## src/rtl/dragon_mover.sv

```systemverilog
// Dragon actuator: steps toward the player or sheep, tracks length and reports proximity/capture.
// Optional DRAGON_DIAG_EN: a step may move on both axes at once.
module dragon_mover #(
  parameter int COORD_W     = 4,
  parameter int NEAR_DIST   = 3,
  parameter int MOVE_PERIOD = 8,
  parameter int MAX_LEN     = 7,
  parameter int START_X     = 0,
  parameter int START_Y     = 0
) (
  input  logic               clk,
  input  logic               rst,
  input  logic               frame_tick,
  input  logic [1:0]         dragon_state,
  input  logic [COORD_W-1:0] player_x,
  input  logic [COORD_W-1:0] player_y,
  input  logic [COORD_W-1:0] sheep_x,
  input  logic [COORD_W-1:0] sheep_y,
  input  logic               sheep_valid,
  output logic [COORD_W-1:0] dragon_x,
  output logic [COORD_W-1:0] dragon_y,
  output logic [1:0]         dragon_dir,
  output logic [2:0]         dragon_len,
  output logic               step_pulse,
  output logic               player_near,
  output logic               sheep_near,
  output logic               ate_sheep
);

  localparam int CNT_W = (MOVE_PERIOD > 1) ? $clog2(MOVE_PERIOD) : 1;
  localparam int D_W   = COORD_W + 1;

  localparam logic [1:0] ST_PLAYER = 2'b00;
  localparam logic [1:0] ST_SHEEP  = 2'b01;
  localparam logic [1:0] ST_GROW   = 2'b10;

  localparam logic [1:0] DIR_UP    = 2'b00;
  localparam logic [1:0] DIR_RIGHT = 2'b01;
  localparam logic [1:0] DIR_DOWN  = 2'b10;
  localparam logic [1:0] DIR_LEFT  = 2'b11;

  function automatic logic [D_W-1:0] abs_d(input logic signed [D_W-1:0] d);
    return d[D_W-1] ? $unsigned(-d) : $unsigned(d);
  endfunction

  function automatic logic [D_W:0] manhattan(input logic [COORD_W-1:0] ax,
                                             input logic [COORD_W-1:0] ay,
                                             input logic [COORD_W-1:0] bx,
                                             input logic [COORD_W-1:0] by);
    logic signed [D_W-1:0] ddx;
    logic signed [D_W-1:0] ddy;
    ddx = $signed({1'b0, ax}) - $signed({1'b0, bx});
    ddy = $signed({1'b0, ay}) - $signed({1'b0, by});
    return {1'b0, abs_d(ddx)} + {1'b0, abs_d(ddy)};
  endfunction

  function automatic logic [2:0] sat_inc(input logic [2:0] v);
    return (v >= 3'(MAX_LEN)) ? v : v + 3'd1;
  endfunction

  logic [CNT_W-1:0]       cnt;
  logic                   step_req_p0;
  logic                   move_ok;
  logic                   do_step;
  logic                   mv_x;
  logic                   mv_y;
  logic [COORD_W-1:0]     tgt_x;
  logic [COORD_W-1:0]     tgt_y;
  logic [COORD_W-1:0]     nx;
  logic [COORD_W-1:0]     ny;
  logic signed [D_W-1:0]  dx;
  logic signed [D_W-1:0]  dy;
  logic [1:0]             ndir;
  logic [D_W:0]           dist_p;
  logic [D_W:0]           dist_s;
  logic                   lock;
  logic                   prev_grow;
  logic                   grow_rise;
  logic                   same_tile;
  logic                   capture;

  // Stage p0: step request, target selection and next-position decision
  always_comb begin
    step_req_p0 = frame_tick && (cnt == CNT_W'(MOVE_PERIOD - 1));
    tgt_x       = (dragon_state == ST_SHEEP) ? sheep_x : player_x;
    tgt_y       = (dragon_state == ST_SHEEP) ? sheep_y : player_y;
    move_ok     = (dragon_state == ST_SHEEP) ? sheep_valid : (dragon_state != ST_GROW);
    dx          = $signed({1'b0, tgt_x}) - $signed({1'b0, dragon_x});
    dy          = $signed({1'b0, tgt_y}) - $signed({1'b0, dragon_y});
`ifdef DRAGON_DIAG_EN
    mv_x = (dx != '0);
    mv_y = (dy != '0);
`else
    // Larger axis wins; a tie goes to X.
    mv_x = (dx != '0) && (abs_d(dx) >= abs_d(dy));
    mv_y = !mv_x && (dy != '0);
`endif
    nx = dragon_x;
    ny = dragon_y;
    if (mv_x) nx = dx[D_W-1] ? dragon_x - COORD_W'(1) : dragon_x + COORD_W'(1);
    if (mv_y) ny = dy[D_W-1] ? dragon_y - COORD_W'(1) : dragon_y + COORD_W'(1);
    ndir = dragon_dir;
    if (mv_x)      ndir = dx[D_W-1] ? DIR_LEFT : DIR_RIGHT;
    else if (mv_y) ndir = dy[D_W-1] ? DIR_UP : DIR_DOWN;
    do_step = step_req_p0 && move_ok && (mv_x || mv_y);

    dist_p    = manhattan(player_x, player_y, dragon_x, dragon_y);
    dist_s    = manhattan(sheep_x, sheep_y, dragon_x, dragon_y);
    grow_rise = (dragon_state == ST_GROW) && !prev_grow;
    same_tile = sheep_valid && (sheep_x == dragon_x) && (sheep_y == dragon_y);
    capture   = same_tile && (dragon_state == ST_SHEEP) && !lock;
  end

  // Stage p1: registered position, length and feedback flags
  always_ff @(posedge clk) begin
    if (rst) begin
      dragon_x    <= COORD_W'(START_X);
      dragon_y    <= COORD_W'(START_Y);
      dragon_dir  <= DIR_RIGHT;
      dragon_len  <= 3'd1;
      step_pulse  <= 1'b0;
      player_near <= 1'b0;
      sheep_near  <= 1'b0;
      ate_sheep   <= 1'b0;
      cnt         <= '0;
      lock        <= 1'b0;
      prev_grow   <= 1'b0;
    end else begin
      if (frame_tick) cnt <= step_req_p0 ? '0 : cnt + CNT_W'(1);
      step_pulse <= do_step;
      if (do_step) begin
        dragon_x   <= nx;
        dragon_y   <= ny;
        dragon_dir <= ndir;
      end
      prev_grow <= (dragon_state == ST_GROW);
      if (grow_rise) dragon_len <= sat_inc(dragon_len);
      player_near <= (dist_p <= (D_W+1)'(NEAR_DIST));
      sheep_near  <= sheep_valid && (dist_s <= (D_W+1)'(NEAR_DIST));
      ate_sheep   <= capture;
      // Lock holds until the sheep leaves the dragon's tile or disappears.
      if (capture)         lock <= 1'b1;
      else if (!same_tile) lock <= 1'b0;
    end
  end

endmodule

```

## config.mk

```make
export PLATFORM = sky130hd
export DESIGN_NAME = dragon_mover
export DESIGN_NICKNAME = d
export VERILOG_FILES = /design/src/rtl/dragon_mover.sv
export SDC_FILE = /design/constraint.sdc
export NUM_CORES = 1
export LEC_CHECK = 0
export ABC_AREA = 1
export BUFFER_PORTS_ARGS = -buffer_cell sky130_fd_sc_hd__buf_2
export CORE_UTILIZATION = 59
export DETAILED_ROUTE_END_ITERATION = 10
export PLACE_DENSITY_LB_ADDON = 0.08
export RECOVER_POWER = 25
export SKIP_CTS_REPAIR_TIMING = 1
export SLEW_MARGIN = 20
export SYNTH_ARGS = -nofsm -noshare
export SYNTH_HDL_FRONTEND = slang
export SYNTH_SLANG_ARGS = --single-unit
```

## constraint.sdc

```tcl
create_clock -name clk -period 3.92 [get_ports clk]
set_input_delay 0.392 -clock clk [delete_from_list [all_inputs] [get_ports clk]]
set_output_delay 0.392 -clock clk [all_outputs]
set_load 0.005 [all_outputs]
```

# Word-level counts from Yosys, hierarchy flattened
# Index checks and enable logic that the tools add are counted.
word_totals:
  reg_bits: 22
  output_inout_bits: 17
classes:
  n_reduce_logical: 22
  n_bitwise: 1
  n_addsub: 20
  eq_ne: 7
  mux: 18
  magnitude_cmp: 4
ops:
  columns: ["operator", "count"]
  rows:
  - ["$mux W5", 6]
  - ["$neg A5 Y5", 6]
  - ["$sub A4 B4 Y5", 6]
  - ["$mux W4", 4]
  - ["$add A5 B5 Y6", 2]
  - ["$le A6 B2 Y1 const B", 2]
  - ["$logic_and A1 B1 Y1", 11]
  - ["$reduce_bool A5 Y1", 2]
  - ["$add A4 B1 Y4 const B", 2]
  - ["$eq A4 B4 Y1", 2]
  - ["$mux W2", 4]
  - ["$reduce_and A2 Y1", 4]
  - ["$sub A4 B1 Y4 const B", 2]
  - ["$add A3 B1 Y3 const B", 2]
  - ["$ge A5 B5 Y1", 1]
  - ["$eq A3 B3 Y1 const B", 1]
  - ["$ge A3 B3 Y1 const B", 1]
  - ["$logic_not A1 Y1", 3]
  - ["$mux W1", 3]
  - ["$mux W3", 1]
  - ["$eq A2 B1 Y1 const B", 1]
  - ["$eq A2 B2 Y1 const B", 1]
  - ["$ne A2 B1 Y1 const B", 1]
  - ["$ne A2 B2 Y1 const B", 1]
  - ["3 further kinds", 3]

# Longest topological paths before layout
depth:
  depth_word: 12
  mapped_depth: 25
  depth_no_buf: 24

# Worst setup path after synthesis
# No wires, ideal clock.
synth_path:
  kind: "input -> register"
  start: "input port dragon_state[1]"
  end: "register dragon_y[0]"
  arrival_ns: 3.228
  n_path_buf: 1
  stages: 24
  required_ns: 3.807
  path_slack_ns: 0.579
  cell_sequence: "inv_1 > nand2_2 > clkbuf_1 > o21ai_0 > ha_1 > fa_1 > inv_1 > nand3_1 > nand2_2 > inv_1 > o21ai_0 > xnor2_1 > inv_1 > ha_1 > nand2_1 > nand2_1 > a21oi_1 > nand2_1 > nand2_1 > nand2_2 > nor2_4 > nand2_1 > nand2_1 > nor2_1"
synth_via:
  elab_chain_cells: 12
  elab_cells_between_ends: 22
  cone_classes: "4 x add/sub; 1 x order compare; 2 x eq/ne; 6 x mux; 9 x reduce/logical"
synth_rtl:
  columns: ["item", "line", "rtl"]
  rows:
  - ["start: declaration", "14", "input logic [1:0] dragon_state,"]
  - ["$eq A2 B1 Y1", "85, 86, 87", null]
  - ["$mux W4 (on tied branches)", "85, 86", null]
  - ["$sub A4 B4 Y5 (on tied branches)", "88, 89", null]
  - ["$neg A5 Y5", "43", "return d[D_W-1] ? $unsigned(-d) : $unsigned(d);"]
  - ["$mux W5", "43", null]
  - ["$ge A5 B5 Y1", "95", "mv_x = (dx != '0) && (abs_d(dx) >= abs_d(dy));"]
  - ["$logic_and A1 B1 Y1", "95", null]
  - ["$logic_not A1 Y1", "96", "mv_y = !mv_x && (dy != '0);"]
  - ["$logic_and A1 B1 Y1", "96", null]
  - ["$logic_or A1 B1 Y1", "105", "do_step = step_req_p0 && move_ok && (mv_x || mv_y);"]
  - ["$logic_and A1 B1 Y1", "105", null]
  - ["$reduce_and A2 Y1 (no source line)", null, null]
  - ["end signal: assignment", "118", "dragon_y <= COORD_W'(START_Y);"]
  - ["end signal: assignment", "133", "dragon_y <= ny;"]
  - ["end: declaration", "21", "output logic [COORD_W-1:0] dragon_y,"]
# Several ways; a longest one is shown, not always the timed one.
# A chain may end at the register's enable or synchronous reset.

# Worst setup path in the final report
layout_path:
  start: "input port dragon_state[1]"
  end: "register dragon_y[1]"
# The elaborated chain is that of the path after synthesis.

==> results.tsv <==
stage	metric	value	unit
cells_and_area	fillerInstances	436	
routing	via_count	2676	
timing	rsz0062_at_grt	false	
synth	synth_edf_count	0	
cts	cts_tree	yes	
cells_and_area	layout-drive-gt1-share	15.09	%
power_and_ir_drop	power.total	761.9	uW
hold_path	hold_path_class	in2reg	
synth	syn_inst	404	
cells_and_area	multi_input_area	2161	um^2
place	place_hpwl	5.112	mm
cells_and_area	area_growth	11.51	%
power_and_ir_drop	power.density	234.6	nW/um^2
synth	synth_common_cells	78 x inv_1, 75 x nand2_1, 53 x ha_1	
synth	ys_seq_elements	22	
die	core.rowCount	25	
synth	ys_types	38	
synth	ys.flop_type	dfxtp_1	
global_route	grt_max_degree	17	
timing	fmax	0.2859	GHz
timing	relSlewSlack	48.24	%
power_and_ir_drop	vdd_drop_max	0.2190	mV
cts	clockBufferDepth	2	
timing	final_hold_viol_count	0	
cts	clk_latency	0.28	ns
die	core_area	4723	um^2
timing	fin_hold_ws	0.3831	ns
synth	async_flop_share	0	%
die	die_area	5222	um^2
cells_and_area	diodes	0	
critical_path	required	4.09	ns
synth	syn_area	2913	um^2
timing	slew_violations	0	
place	preCtsSetupSlack	0.2251	ns
die	start_util	61.67	%
cts	cts-root-buf	clkbuf_8	
global_route	grt_pass1_wl	10.74	mm
critical_path	critPathMaxFanout	16	
die	dieWidth	72.27	um
run	maxCapViolations	0	
timing	finalSetupViolations	0	
cells_and_area	seq_area	440.4	um^2
routing	post_drt_wl_per_cell	11.98	um
timing	layout_setup_ws	0.4219	ns
synth	synth.top_cell.area_share	22.77	%
die	die_h	72.27	um
run_status	status	finished clean	
place	gp_congestion	0.8889	
synth	synth_nets	489	
place	place_area	3179	um^2
synth	synth_most_common_cell	inv_1	
routing	drt-total-wl	6.122	mm
cts	cts.sinks	22	
critical_path	worst-setup-path-type	in2reg	
routing	route.detailed.drc	0	
cts	cts.htree.levels	1	
timing	timing.setup.tns	0	ns
global_route	grt_usage	25.88	%
routing	detail-route-antenna-nets	0	
timing	min_period	3.498	ns
die	pin_count	39	
critical_path	r2r_cells	20	
critical_path	critPathCaptureType	flop	
cts	cts_buffers	3	
cells_and_area	nets	530	
global_route	grt_pass1_vias	2576	
critical_path	arrival	3.67	ns
cts	path_clk_slew	0.09	ns
synth	ys_seq_area_share	15.12	%
hold_path	holdPathStages	2	
timing	finalClockSkew	0.01058	ns
critical_path	critPathLaunchType	input pin	
place	port_buffers	38	
global_route	antenna_found_initial	0	
timing	tightest_slew	0.7764	ns
cells_and_area	final_area	3248	um^2
synth	synth_area_leaders	ha_1 23%, dfxtp_1 15%, inv_1 10%	
global_route	overflow	0	
routing	drtPass1Iterations	4	
power_and_ir_drop	power.leakage	1.718	nW
synth	synth_largest_area_cell	ha_1	
routing	drt_iter0_drc	131	
timing	fin_crit_sh	89.24	%
synth	avgSynthCellArea	7.210	um^2
synth	ys_warn_count	0	
routing	viasPerCell	5.237	
flip-flops by register name, summed over array words and instances, names as in the netlist:
| signal | count |
|---|---|
| player_near | 1 |
| step_pulse | 1 |
| ate_sheep | 1 |
| sheep_near | 1 |
| dragon_y | 4 |
| prev_grow | 1 |
| dragon_x | 4 |
| dragon_dir | 2 |
| cnt | 3 |
| lock | 1 |
| dragon_len | 3 |
cell families after synthesis:
group                      synth area share (%)
AOI/OAI and AO/OA                         11.25
xor gates and xnor gates                  7.217
adders and majority gates                 29.64
buffers and inverters                     10.70
DFF                                       15.12
and+or+nand+nor                           26.07
layout make-up:
cell class                      instances  area share, %
Clock buffer                            3          1.271
Multi-Input combinational cell        299          66.53
Tap cell                               67          2.581
Sequential cell                        22          13.56
Timing Repair Buffer                   38          5.778
Clock inverter                          1         0.9245
Inverter                               81          9.361
metrics by stage:
stage / util (%) / instances
3_5_place_dp: 67.31 / 507
6_report: 68.77 / 511
3_3_place_gp: 67.31 / 507
4_1_cts: 68.82 / 511
5_1_grt: 68.77 / 511
2_1_floorplan: - / 404
power by group:
part / total [mW] / switching [mW] / internal (mW)
registers: 0.234 / 0.00415 / 0.230
logic: 0.303 / 0.184 / 0.119
clock network: 0.225 / 0.0878 / 0.137
total: 0.762 / 0.276 / 0.486
worst max-delay path: stages:
cell	delay [ns]
buf_2	0.10
inv_1	0.11
nand2_2	0.21
o21ai_0	0.33
inv_1	0.11
fa_1	0.41
inv_1	0.08
nand3_1	0.10
nand2_2	0.15
inv_1	0.12
o21ai_0	0.13
xnor2_1	0.17
inv_1	0.08
ha_1	0.29
nand2_1	0.07
nand2_1	0.05
a21oi_1	0.11
nand2_1	0.15
nand2_1	0.13
nand2_2	0.07
nor2_4	0.14
nand2_1	0.08
nand2_1	0.06
nor2_1	0.04
cells in the final DEF, fill, tap and decap left out, types with 4 or more instances in the layout:
cell type   n
ha_1       53
buf_2      36
nor2_1     27
nand2_1    75
dfxtp_1    22
a21oi_1    21
o21ai_0    18
fa_1       10
nor4_1      6
nand4_1     4
nand3_1    12
a21oi_2     5
xnor2_1     9
xor2_1     15
nor3_1      5
nand2_2    10
inv_1      79
path summary, 6_finish.rpt:
kind	end	slack, ns	from
hold reg to reg	dragon_dir[0]	0.47	dragon_dir[0]
setup reg to reg	dragon_y[1]	0.71	dragon_y[0]
hold / removal	cnt[0]	0.38	frame_tick
setup / recovery	dragon_y[1]	0.42	dragon_state[1]
routing by layer:
layer	GRT usage (%)	routed length [um]	up-vias
met4	8.279	165	0
met5	0	0	-
met1	32.47	2857	1223
met3	2.917	194	18
li1	-	-	1382
met2	46.21	2905	53
No activity file was read; power rests on OpenSTA's default activity.
